## config.mk

```make
export PLATFORM = sky130hd
export DESIGN_NAME = comparator_pipe_flat
export DESIGN_NICKNAME = d
export VERILOG_FILES = /design/src/rtl/comparator_pkg.sv /design/src/rtl/comparator_pipe_if.sv /design/src/rtl/adder_n.sv /design/src/rtl/comparator_pipe.sv /design/src/flat_wrapper.sv
export SDC_FILE = /design/constraint.sdc
export NUM_CORES = 1
export LEC_CHECK = 0
export CAP_MARGIN = 20
export CORE_MARGIN = 3
export CORE_UTILIZATION = 50
export DETAILED_ROUTE_END_ITERATION = 10
export DONT_BUFFER_PORTS = 1
export GPL_TIMING_DRIVEN = 0
export PLACE_DENSITY = 0.77
export SETUP_SLACK_MARGIN = 0.1
export SYNTH_ARGS = -nofsm -noshare
export SYNTH_HDL_FRONTEND = slang
export SYNTH_HIERARCHICAL = 1
export SYNTH_SLANG_ARGS = --single-unit
```

## constraint.sdc

```tcl
create_clock -name clk -period 1.29 [get_ports clk]
set_clock_uncertainty 0.1 [all_clocks]
set_input_delay 0.258 -clock clk [delete_from_list [all_inputs] [get_ports clk]]
set_output_delay 0.258 -clock clk [all_outputs]
set_load 0.05 [all_outputs]
```

## src/rtl/comparator_pkg.sv

```systemverilog
// Shared comparison opcodes and opcode helpers for the comparator pipeline.
package comparator_pkg;

  localparam int N_MIN = 2;
  localparam int N_MAX = 64;

  typedef enum logic [2:0] {
    CMP_EQ  = 3'b000,
    CMP_NE  = 3'b001,
    CMP_LT  = 3'b100,
    CMP_GE  = 3'b101,
    CMP_LTU = 3'b110,
    CMP_GEU = 3'b111
  } cmp_op_t;

  // 010 and 011 are the only unencoded values.
  function automatic logic op_is_legal(input logic [2:0] op);
    return op[2] | ~op[1];
  endfunction

  // EQ/NE (and the illegal codes) fall back to signed ordering for min/max.
  function automatic logic op_is_unsigned(input logic [2:0] op);
    return op[2] & op[1];
  endfunction

endpackage

```

## src/rtl/comparator_pipe_if.sv

```systemverilog
// Valid/ready operand and result bundle for comparator_pipe.
// min_out/max_out exist only when COMPARATOR_MINMAX_EN is defined.
interface comparator_pipe_if #(
  parameter int N = 32
);
  logic         in_valid;
  logic         in_ready;
  logic [N-1:0] a;
  logic [N-1:0] b;
  logic [2:0]   op;
  logic         out_valid;
  logic         out_ready;
  logic         result;
  logic         illegal_op;
`ifdef COMPARATOR_MINMAX_EN
  logic [N-1:0] min_out;
  logic [N-1:0] max_out;
`endif

  modport slave (
    input  in_valid, a, b, op, out_ready,
`ifdef COMPARATOR_MINMAX_EN
    output min_out, max_out,
`endif
    output in_ready, out_valid, result, illegal_op
  );

  modport master (
    output in_valid, a, b, op, out_ready,
`ifdef COMPARATOR_MINMAX_EN
    input  min_out, max_out,
`endif
    input  in_ready, out_valid, result, illegal_op
  );

endinterface

```

## src/rtl/adder_n.sv

```systemverilog
// N-bit ripple adder with carry in/out; used as the pipeline's subtractor.
module adder_n #(
  parameter int N = 32
) (
  input  logic [N-1:0] a_i,
  input  logic [N-1:0] b_i,
  input  logic         cin_i,
  output logic [N-1:0] sum_o,
  output logic         cout_o
);

  assign {cout_o, sum_o} = {1'b0, a_i} + {1'b0, b_i} + {{N{1'b0}}, cin_i};

endmodule

```

## src/rtl/comparator_pipe.sv

```systemverilog
// Two-stage valid/ready comparator: S1 captures operands, a-b and carry; S2 captures the outcome.
// Build option COMPARATOR_MINMAX_EN adds registered min_out/max_out.
module comparator_pipe
  import comparator_pkg::*;
#(
  parameter int N = 32
) (
  input  logic              clk,
  input  logic              rst_n,
  comparator_pipe_if.slave  bus
);

  logic [N-1:0] diff;
  logic         carry;

  logic         s1_valid_q, s1_valid_d;
  logic [2:0]   op_q,       op_d;
  logic [N-1:0] diff_q,     diff_d;
  logic         carry_q,    carry_d;
  logic         a_msb_q,    a_msb_d;
  logic         b_msb_q,    b_msb_d;

  logic         s2_valid_q, s2_valid_d;
  logic         result_q,   result_d;
  logic         illegal_q,  illegal_d;

  logic         s1_load;
  logic         s2_load;
  logic         eq;
  logic         lt_s;
  logic         lt_u;
  logic         cmp_res;
  logic         cmp_ill;

`ifdef COMPARATOR_MINMAX_EN
  logic [N-1:0] a_q,   a_d;
  logic [N-1:0] b_q,   b_d;
  logic [N-1:0] min_q, min_d;
  logic [N-1:0] max_q, max_d;
  logic         sel_lt;
`endif

  // a - b computed as a + ~b + 1; carry-out set means no borrow.
  adder_n #(.N(N)) u_sub (
    .a_i   (bus.a),
    .b_i   (~bus.b),
    .cin_i (1'b1),
    .sum_o (diff),
    .cout_o(carry)
  );

  assign s2_load = !s2_valid_q || bus.out_ready;
  assign s1_load = !s1_valid_q || s2_load;

  always_comb begin
    s1_valid_d = s1_valid_q;
    op_d       = op_q;
    diff_d     = diff_q;
    carry_d    = carry_q;
    a_msb_d    = a_msb_q;
    b_msb_d    = b_msb_q;
`ifdef COMPARATOR_MINMAX_EN
    a_d        = a_q;
    b_d        = b_q;
`endif
    if (s1_load) begin
      s1_valid_d = bus.in_valid;
      if (bus.in_valid) begin
        op_d    = bus.op;
        diff_d  = diff;
        carry_d = carry;
        a_msb_d = bus.a[N-1];
        b_msb_d = bus.b[N-1];
`ifdef COMPARATOR_MINMAX_EN
        a_d     = bus.a;
        b_d     = bus.b;
`endif
      end
    end
  end

  // Differing signs decide signed order directly, so N-bit wrap of a-b cannot mislead.
  always_comb begin
    eq      = (diff_q == '0);
    lt_s    = (a_msb_q != b_msb_q) ? a_msb_q : diff_q[N-1];
    lt_u    = ~carry_q;
    cmp_ill = ~op_is_legal(op_q);
    cmp_res = 1'b0;
    case (op_q)
      CMP_EQ:  cmp_res = eq;
      CMP_NE:  cmp_res = ~eq;
      CMP_LT:  cmp_res = lt_s;
      CMP_GE:  cmp_res = ~lt_s;
      CMP_LTU: cmp_res = lt_u;
      CMP_GEU: cmp_res = ~lt_u;
      default: cmp_res = 1'b0;
    endcase
  end

`ifdef COMPARATOR_MINMAX_EN
  assign sel_lt = op_is_unsigned(op_q) ? lt_u : lt_s;
`endif

  always_comb begin
    s2_valid_d = s2_valid_q;
    result_d   = result_q;
    illegal_d  = illegal_q;
`ifdef COMPARATOR_MINMAX_EN
    min_d      = min_q;
    max_d      = max_q;
`endif
    if (s2_load) begin
      s2_valid_d = s1_valid_q;
      if (s1_valid_q) begin
        result_d  = cmp_res;
        illegal_d = cmp_ill;
`ifdef COMPARATOR_MINMAX_EN
        min_d     = sel_lt ? a_q : b_q;
        max_d     = sel_lt ? b_q : a_q;
`endif
      end
    end
  end

  always_ff @(posedge clk or negedge rst_n) begin
    if (!rst_n) begin
      s1_valid_q <= 1'b0;
      op_q       <= 3'b000;
      diff_q     <= '0;
      carry_q    <= 1'b0;
      a_msb_q    <= 1'b0;
      b_msb_q    <= 1'b0;
      s2_valid_q <= 1'b0;
      result_q   <= 1'b0;
      illegal_q  <= 1'b0;
    end else begin
      s1_valid_q <= s1_valid_d;
      op_q       <= op_d;
      diff_q     <= diff_d;
      carry_q    <= carry_d;
      a_msb_q    <= a_msb_d;
      b_msb_q    <= b_msb_d;
      s2_valid_q <= s2_valid_d;
      result_q   <= result_d;
      illegal_q  <= illegal_d;
    end
  end

`ifdef COMPARATOR_MINMAX_EN
  always_ff @(posedge clk or negedge rst_n) begin
    if (!rst_n) begin
      a_q   <= '0;
      b_q   <= '0;
      min_q <= '0;
      max_q <= '0;
    end else begin
      a_q   <= a_d;
      b_q   <= b_d;
      min_q <= min_d;
      max_q <= max_d;
    end
  end

  assign bus.min_out = min_q;
  assign bus.max_out = max_q;
`endif

  assign bus.in_ready   = s1_load;
  assign bus.out_valid  = s2_valid_q;
  assign bus.result     = result_q;
  assign bus.illegal_op = illegal_q;

endmodule

```

## src/flat_wrapper.sv

```systemverilog
// flat-port wrapper written by rule: the top's interface ports become plain ports
module comparator_pipe_flat import comparator_pkg::*;
#(
  parameter int N = 32
)
  (clk, rst_n, bus_in_valid, bus_a, bus_b, bus_op, bus_out_ready, bus_in_ready, bus_out_valid, bus_result, bus_illegal_op);
  comparator_pipe_if #(.N(N)) bus_i ();
  input  logic clk;
  input  logic rst_n;
  input wire logic [$bits(bus_i.in_valid)-1:0] bus_in_valid;
  input wire logic [$bits(bus_i.a)-1:0] bus_a;
  input wire logic [$bits(bus_i.b)-1:0] bus_b;
  input wire logic [$bits(bus_i.op)-1:0] bus_op;
  input wire logic [$bits(bus_i.out_ready)-1:0] bus_out_ready;
  output wire logic [$bits(bus_i.in_ready)-1:0] bus_in_ready;
  output wire logic [$bits(bus_i.out_valid)-1:0] bus_out_valid;
  output wire logic [$bits(bus_i.result)-1:0] bus_result;
  output wire logic [$bits(bus_i.illegal_op)-1:0] bus_illegal_op;
  assign bus_i.in_valid = bus_in_valid;
  assign bus_i.a = bus_a;
  assign bus_i.b = bus_b;
  assign bus_i.op = bus_op;
  assign bus_i.out_ready = bus_out_ready;
  assign bus_in_ready = bus_i.in_ready;
  assign bus_out_valid = bus_i.out_valid;
  assign bus_result = bus_i.result;
  assign bus_illegal_op = bus_i.illegal_op;
  comparator_pipe #(.N(N)) u_core (.clk(clk), .rst_n(rst_n), .bus(bus_i));
endmodule
```

==> run_summary.xml <==
<?xml version="1.0" encoding="UTF-8"?>
<metrics>
  <group name="yosys">
    <metric name="synth-async-reset-ratio" unit="%">100</metric>
    <metric name="synth.cell_area" unit="µm²">3630</metric>
    <metric name="netlist-cell-type-count" unit="">56</metric>
    <metric name="seq_area_frac_synth" unit="%">29.0</metric>
    <metric name="synth_edf_count" unit="">0</metric>
    <metric name="synth.net_count" unit="">497</metric>
    <metric name="flip_flop_and_latch_count_after_synthesis" unit="">42</metric>
    <metric name="yosys_most_used_dff" unit="">sky130_fd_sc_hd__dfrtp_1</metric>
    <metric name="synthesis.yosys.warnings" unit="">6</metric>
    <metric name="postSynthCellCount" unit="">393</metric>
    <metric name="synth.avg_cell_area" unit="µm²">9.23</metric>
  </group>
  <group name="clocking">
    <metric name="clock_path_buffers" unit="">2</metric>
    <metric name="clk_pin_slew" unit="ns">0.08</metric>
    <metric name="clock_sink_count" unit="">42</metric>
    <metric name="buffer_type_at_the_clock_tree_root" unit="">sky130_fd_sc_hd__clkbuf_8</metric>
    <metric name="clock_tree_from_tritoncts" unit="">built</metric>
    <metric name="cts_buffers" unit="">5</metric>
    <metric name="htree_levels" unit="">2</metric>
    <metric name="worst_skew_pair.late_latency" unit="ns">0.29</metric>
  </group>
  <group name="setup_path">
    <metric name="rr_startpoint" unit="">u_core/bus.out_valid</metric>
    <metric name="cp_data_required_time" unit="ns">1.37</metric>
    <metric name="setup.worst_path.class" unit="">primary input to flip-flop</metric>
    <metric name="critPathSlowestCell" unit="">sky130_fd_sc_hd__fa_2</metric>
    <metric name="critical_path.startpoint_type" unit="">primary input</metric>
    <metric name="r2r_setup_slack" unit="ns">-0.54</metric>
    <metric name="critical_register_to_register_path_endpoint" unit="">u_core/diff_q[24]</metric>
    <metric name="cp_data_arrival_time" unit="ns">2.78</metric>
    <metric name="end_kind" unit="">flip-flop</metric>
    <metric name="worst_path_most_repeated_cell" unit="">sky130_fd_sc_hd__buf_6</metric>
    <metric name="reg2regPathDepth" unit="">5</metric>
    <metric name="slowest_delay" unit="ns">0.39</metric>
    <metric name="cp_cell_sequence" unit="">fa_2, buf_4, buf_6, buf_6, buf_6, buf_6, a211oi_4, o21bai_2, o2111ai_4, a31oi_4, a21oi_2, o21ai_1, xor2_1, mux2_4</metric>
    <metric name="critPathMaxFanout" unit="">3</metric>
  </group>
  <group name="global_routing">
    <metric name="first_global_vias" unit="">3103</metric>
    <metric name="antenna_violations_before_repair" unit="">0</metric>
    <metric name="overflow" unit="">0</metric>
    <metric name="grt_max_degree" unit="">43</metric>
    <metric name="total_track_usage" unit="%">20.8</metric>
    <metric name="grt_pass1_wl" unit="µm">14300</metric>
  </group>
  <group name="final_layout">
    <metric name="post_route_cells_drive_above_1_share" unit="%">32.0</metric>
    <metric name="multi_input_area" unit="µm²">2730</metric>
    <metric name="regArea" unit="µm²">1060</metric>
    <metric name="layout.cell_area.non_filler" unit="µm²">4630</metric>
    <metric name="layout_fillers" unit="">539</metric>
    <metric name="diodes" unit="">0</metric>
    <metric name="final_nets" unit="">538</metric>
    <metric name="syn2layout_area_growth" unit="%">27.8</metric>
  </group>
  <group name="drt">
    <metric name="avgViaCountPerCell" unit="">5.83</metric>
    <metric name="route.final.wire_length" unit="µm">9110</metric>
    <metric name="ant_nets" unit="">0</metric>
    <metric name="routed-via-count" unit="">3098</metric>
    <metric name="first_iter_violations" unit="">140</metric>
    <metric name="drt_pass1_iterations" unit="">4</metric>
    <metric name="drt_drc_violations_left" unit="">0</metric>
    <metric name="routed_wire_length_per_instance" unit="µm">17.2</metric>
  </group>
  <group name="power">
    <metric name="powerDensity" unit="nW/µm²">1100</metric>
    <metric name="clockPowerShare" unit="%">17.4</metric>
    <metric name="power" unit="mW">5.09</metric>
    <metric name="p_comb_share" unit="%">42.2</metric>
    <metric name="power_frac_seq" unit="%">40.4</metric>
    <metric name="p_leak" unit="nW">2.17</metric>
    <metric name="switching_share_of_power" unit="%">35.6</metric>
    <metric name="net-switching-power" unit="mW">1.81</metric>
    <metric name="vdd_drop_max" unit="mV">0.540</metric>
    <metric name="power.internal" unit="mW">3.28</metric>
  </group>
  <group name="timing">
    <metric name="max_freq" unit="GHz">0.370</metric>
    <metric name="min_period_over_period" unit="%">210</metric>
    <metric name="final.min_clock_period" unit="ns">2.70</metric>
    <metric name="slew-limit-headroom" unit="%">64.7</metric>
    <metric name="transition_at_the_pin_with_the_smallest_max_transition_slack" unit="ns">0.529</metric>
    <metric name="fin_worst_hold_slack" unit="ns">-0.450</metric>
    <metric name="rsz0062_at_grt" unit="">yes</metric>
    <metric name="setup_ws" unit="ns">-1.41</metric>
    <metric name="final_max_slew_viol_count" unit="">0</metric>
    <metric name="timing.final.setup_violations" unit="">40</metric>
    <metric name="number_of_hold_violations_in_the_final_report" unit="">42</metric>
  </group>
  <group name="place">
    <metric name="place_congestion" unit="">0.809</metric>
    <metric name="dp_worst_setup_slack" unit="ns">-1.91</metric>
    <metric name="io_buffer_count" unit="">0</metric>
    <metric name="dp_hpwl" unit="µm">5920</metric>
    <metric name="placed_cell_area" unit="µm²">3800</metric>
  </group>
  <group name="outcome">
    <metric name="result_of_the_run" unit="">complete, but fails checks</metric>
    <metric name="violations" unit="">hold timing, setup timing</metric>
  </group>
  <group name="floorplanning">
    <metric name="die_h" unit="µm">91.2</metric>
    <metric name="chipWidth" unit="µm">91.2</metric>
    <metric name="effective_utilization_at_floorplan" unit="%">52.5</metric>
    <metric name="total_core_area" unit="µm²">6910</metric>
    <metric name="num_io_pins" unit="">75</metric>
    <metric name="dieArea" unit="µm²">8310</metric>
    <metric name="floorplan.rows" unit="">30</metric>
  </group>
  <group name="flow_run">
    <metric name="timing.max_cap.violations" unit="">0</metric>
  </group>
  <group name="hold_path">
    <metric name="hold_class" unit="">primary input to asynchronous set/reset pin</metric>
  </group>
</metrics>
-- layout make-up --
cell class	instances	area share (%)
multi-input combinational	297	58.9
sequential	42	22.8
timing repair buffer	34	8.07
inverter	38	3.08
tap	96	2.59
buffer	16	2.51
clock buffer	6	1.78
clock inverter	2	0.270
-- worst max-delay path: cells and delay by family --
| kind | cells | cell delay, ns |
|---|---|---|
| AO/OA/AOI/OAI | 6 | 1.07 |
| XOR/XNOR | 1 | 0.18 |
| multiplexers | 1 | 0.30 |
| adder cells (fa/ha/maj) | 1 | 0.39 |
| buffers and inverters | 5 | 0.56 |
-- power by group through the flow --
stage          Clock, mW  Combinational (mW)  Sequential, mW
2_1_floorplan          0                1.36            1.93
6_report           0.884                2.15            2.06
3_3_place_gp           0                1.55            1.99
3_5_place_dp           0                1.60            2.01
5_1_grt            0.942                2.32            2.10
4_1_cts            0.902                1.97            2.02
-- worst max-delay path by stage --
| stage | from | to | slack [ns] | depth (start not counted) |
|---|---|---|---|---|
| 6_report | bus_a[0] | u_core/diff_q[23] | -1.41 | 14 |
| 3_5_place_dp | bus_a[0] | u_core/diff_q[18] | -1.91 | 9 |
| 2_1_floorplan | bus_a[0] | u_core/carry_q | -1.61 | 10 |
| 4_1_cts | bus_a[0] | u_core/carry_q | -1.37 | 10 |
| 3_3_place_gp | bus_a[0] | u_core/diff_q[18] | -1.88 | 9 |
| 5_1_grt | bus_a[0] | u_core/carry_q | -1.48 | 10 |
-- sequential cells by signal (all words and copies together), names as in the netlist --
name / cells
u_core/b_msb_q: 1
u_core/s1_valid_q: 1
u_core/a_msb_q: 1
u_core/carry_q: 1
u_core/bus.out_valid: 1
u_core/op_q: 3
u_core/bus.illegal_op: 1
u_core/diff_q: 32
u_core/bus.result: 1
-- metal layers --
| metal | wire (µm) | track usage (%) | share of wire, % | vias to the layer above |
|---|---|---|---|---|
| met5 | 0 | 0 | 0 | - |
| met4 | 148 | 6.78 | 1.6 | 0 |
| met3 | 398 | 3.98 | 4.4 | 14 |
| met2 | 4740 | 36.6 | 52 | 84 |
| met1 | 3820 | 25.5 | 42 | 1498 |
| li1 | - | - | - | 1502 |
-- per-stage QoR --
step	utilization [%]	setup TNS, ns	cells
final	67.1	-39.14	531
after global routing	67.1	-41.11	531
after CTS	64.3	-36.51	520
after detailed placement	55.1	-41.91	489
after global placement	55.1	-41.37	489
after floorplan	-	-33.98	393
-- placed cells by master (no fill, tap or decap), types with 4 or more instances in the layout --
cell / count
sky130_fd_sc_hd__xor2_1: 12
sky130_fd_sc_hd__clkbuf_8: 6
sky130_fd_sc_hd__nand2b_1: 5
sky130_fd_sc_hd__nand3_1: 8
sky130_fd_sc_hd__buf_6: 13
sky130_fd_sc_hd__a31oi_4: 4
sky130_fd_sc_hd__inv_1: 37
sky130_fd_sc_hd__dfrtp_1: 39
sky130_fd_sc_hd__nor4_2: 8
sky130_fd_sc_hd__clkbuf_1: 11
sky130_fd_sc_hd__a21oi_1: 23
sky130_fd_sc_hd__buf_12: 4
sky130_fd_sc_hd__mux2_4: 19
sky130_fd_sc_hd__a21oi_2: 8
sky130_fd_sc_hd__ha_1: 30
sky130_fd_sc_hd__o21ai_1: 4
sky130_fd_sc_hd__buf_4: 15
sky130_fd_sc_hd__nand2_1: 22
sky130_fd_sc_hd__xnor2_1: 13
sky130_fd_sc_hd__o21ai_0: 15
sky130_fd_sc_hd__mux2_2: 18
sky130_fd_sc_hd__nor2_1: 13
sky130_fd_sc_hd__nand4_1: 6
sky130_fd_sc_hd__a21o_1: 23
-- cell usage after synthesis (4+ instances only) --
library cell | instances | area [µm²]
sky130_fd_sc_hd__dfrtp_1 | 42 | 1050
sky130_fd_sc_hd__inv_1 | 38 | 143
sky130_fd_sc_hd__ha_1 | 31 | 388
sky130_fd_sc_hd__a21oi_1 | 30 | 150
sky130_fd_sc_hd__mux2_2 | 29 | 327
sky130_fd_sc_hd__nand2_1 | 25 | 93.8
sky130_fd_sc_hd__a21o_1 | 23 | 173
sky130_fd_sc_hd__o21ai_0 | 20 | 100
sky130_fd_sc_hd__xnor2_1 | 15 | 131
sky130_fd_sc_hd__xor2_1 | 14 | 123
sky130_fd_sc_hd__nor2_1 | 13 | 48.8
sky130_fd_sc_hd__clkbuf_1 | 11 | 41.3
sky130_fd_sc_hd__mux2_4 | 8 | 120
sky130_fd_sc_hd__nand3_1 | 8 | 40.0
sky130_fd_sc_hd__nor4_1 | 8 | 50.1
sky130_fd_sc_hd__a31oi_1 | 7 | 43.8
sky130_fd_sc_hd__nand2b_1 | 7 | 43.8
sky130_fd_sc_hd__nand4_1 | 6 | 37.5
sky130_fd_sc_hd__o21bai_1 | 4 | 30.0
sky130_fd_sc_hd__or3_1 | 4 | 25.0
-- repair_timing --
item | CTS | global route
pin swaps | 32 | 23
gates resized for setup | 60 | 20
gates cloned | 2 | 0
endpoints found under the hold margin | 43 | 43
hold buffers | 1 | 1
endpoints found under the setup margin | 43 | 44
buffers inserted | 20 | 11
-- cells by family (layout without fill, tap and decap cells) --
group                      count (synthesis)  after routing  share of synthesized area (%)
DFF                                       42             42                           29.0
other                                      1              1                          0.103
muxes                                     38             38                           12.6
and+or+nand+nor                           85             85                           12.6
buffers and inverters                     54             96                           6.35
AOI/OAI and AO/OA                        111            111                           20.5
xor gates and xnor gates                  29             29                           7.01
adders and majority gates                 33             33                           11.8
Power figures use the tool's default switching activity.
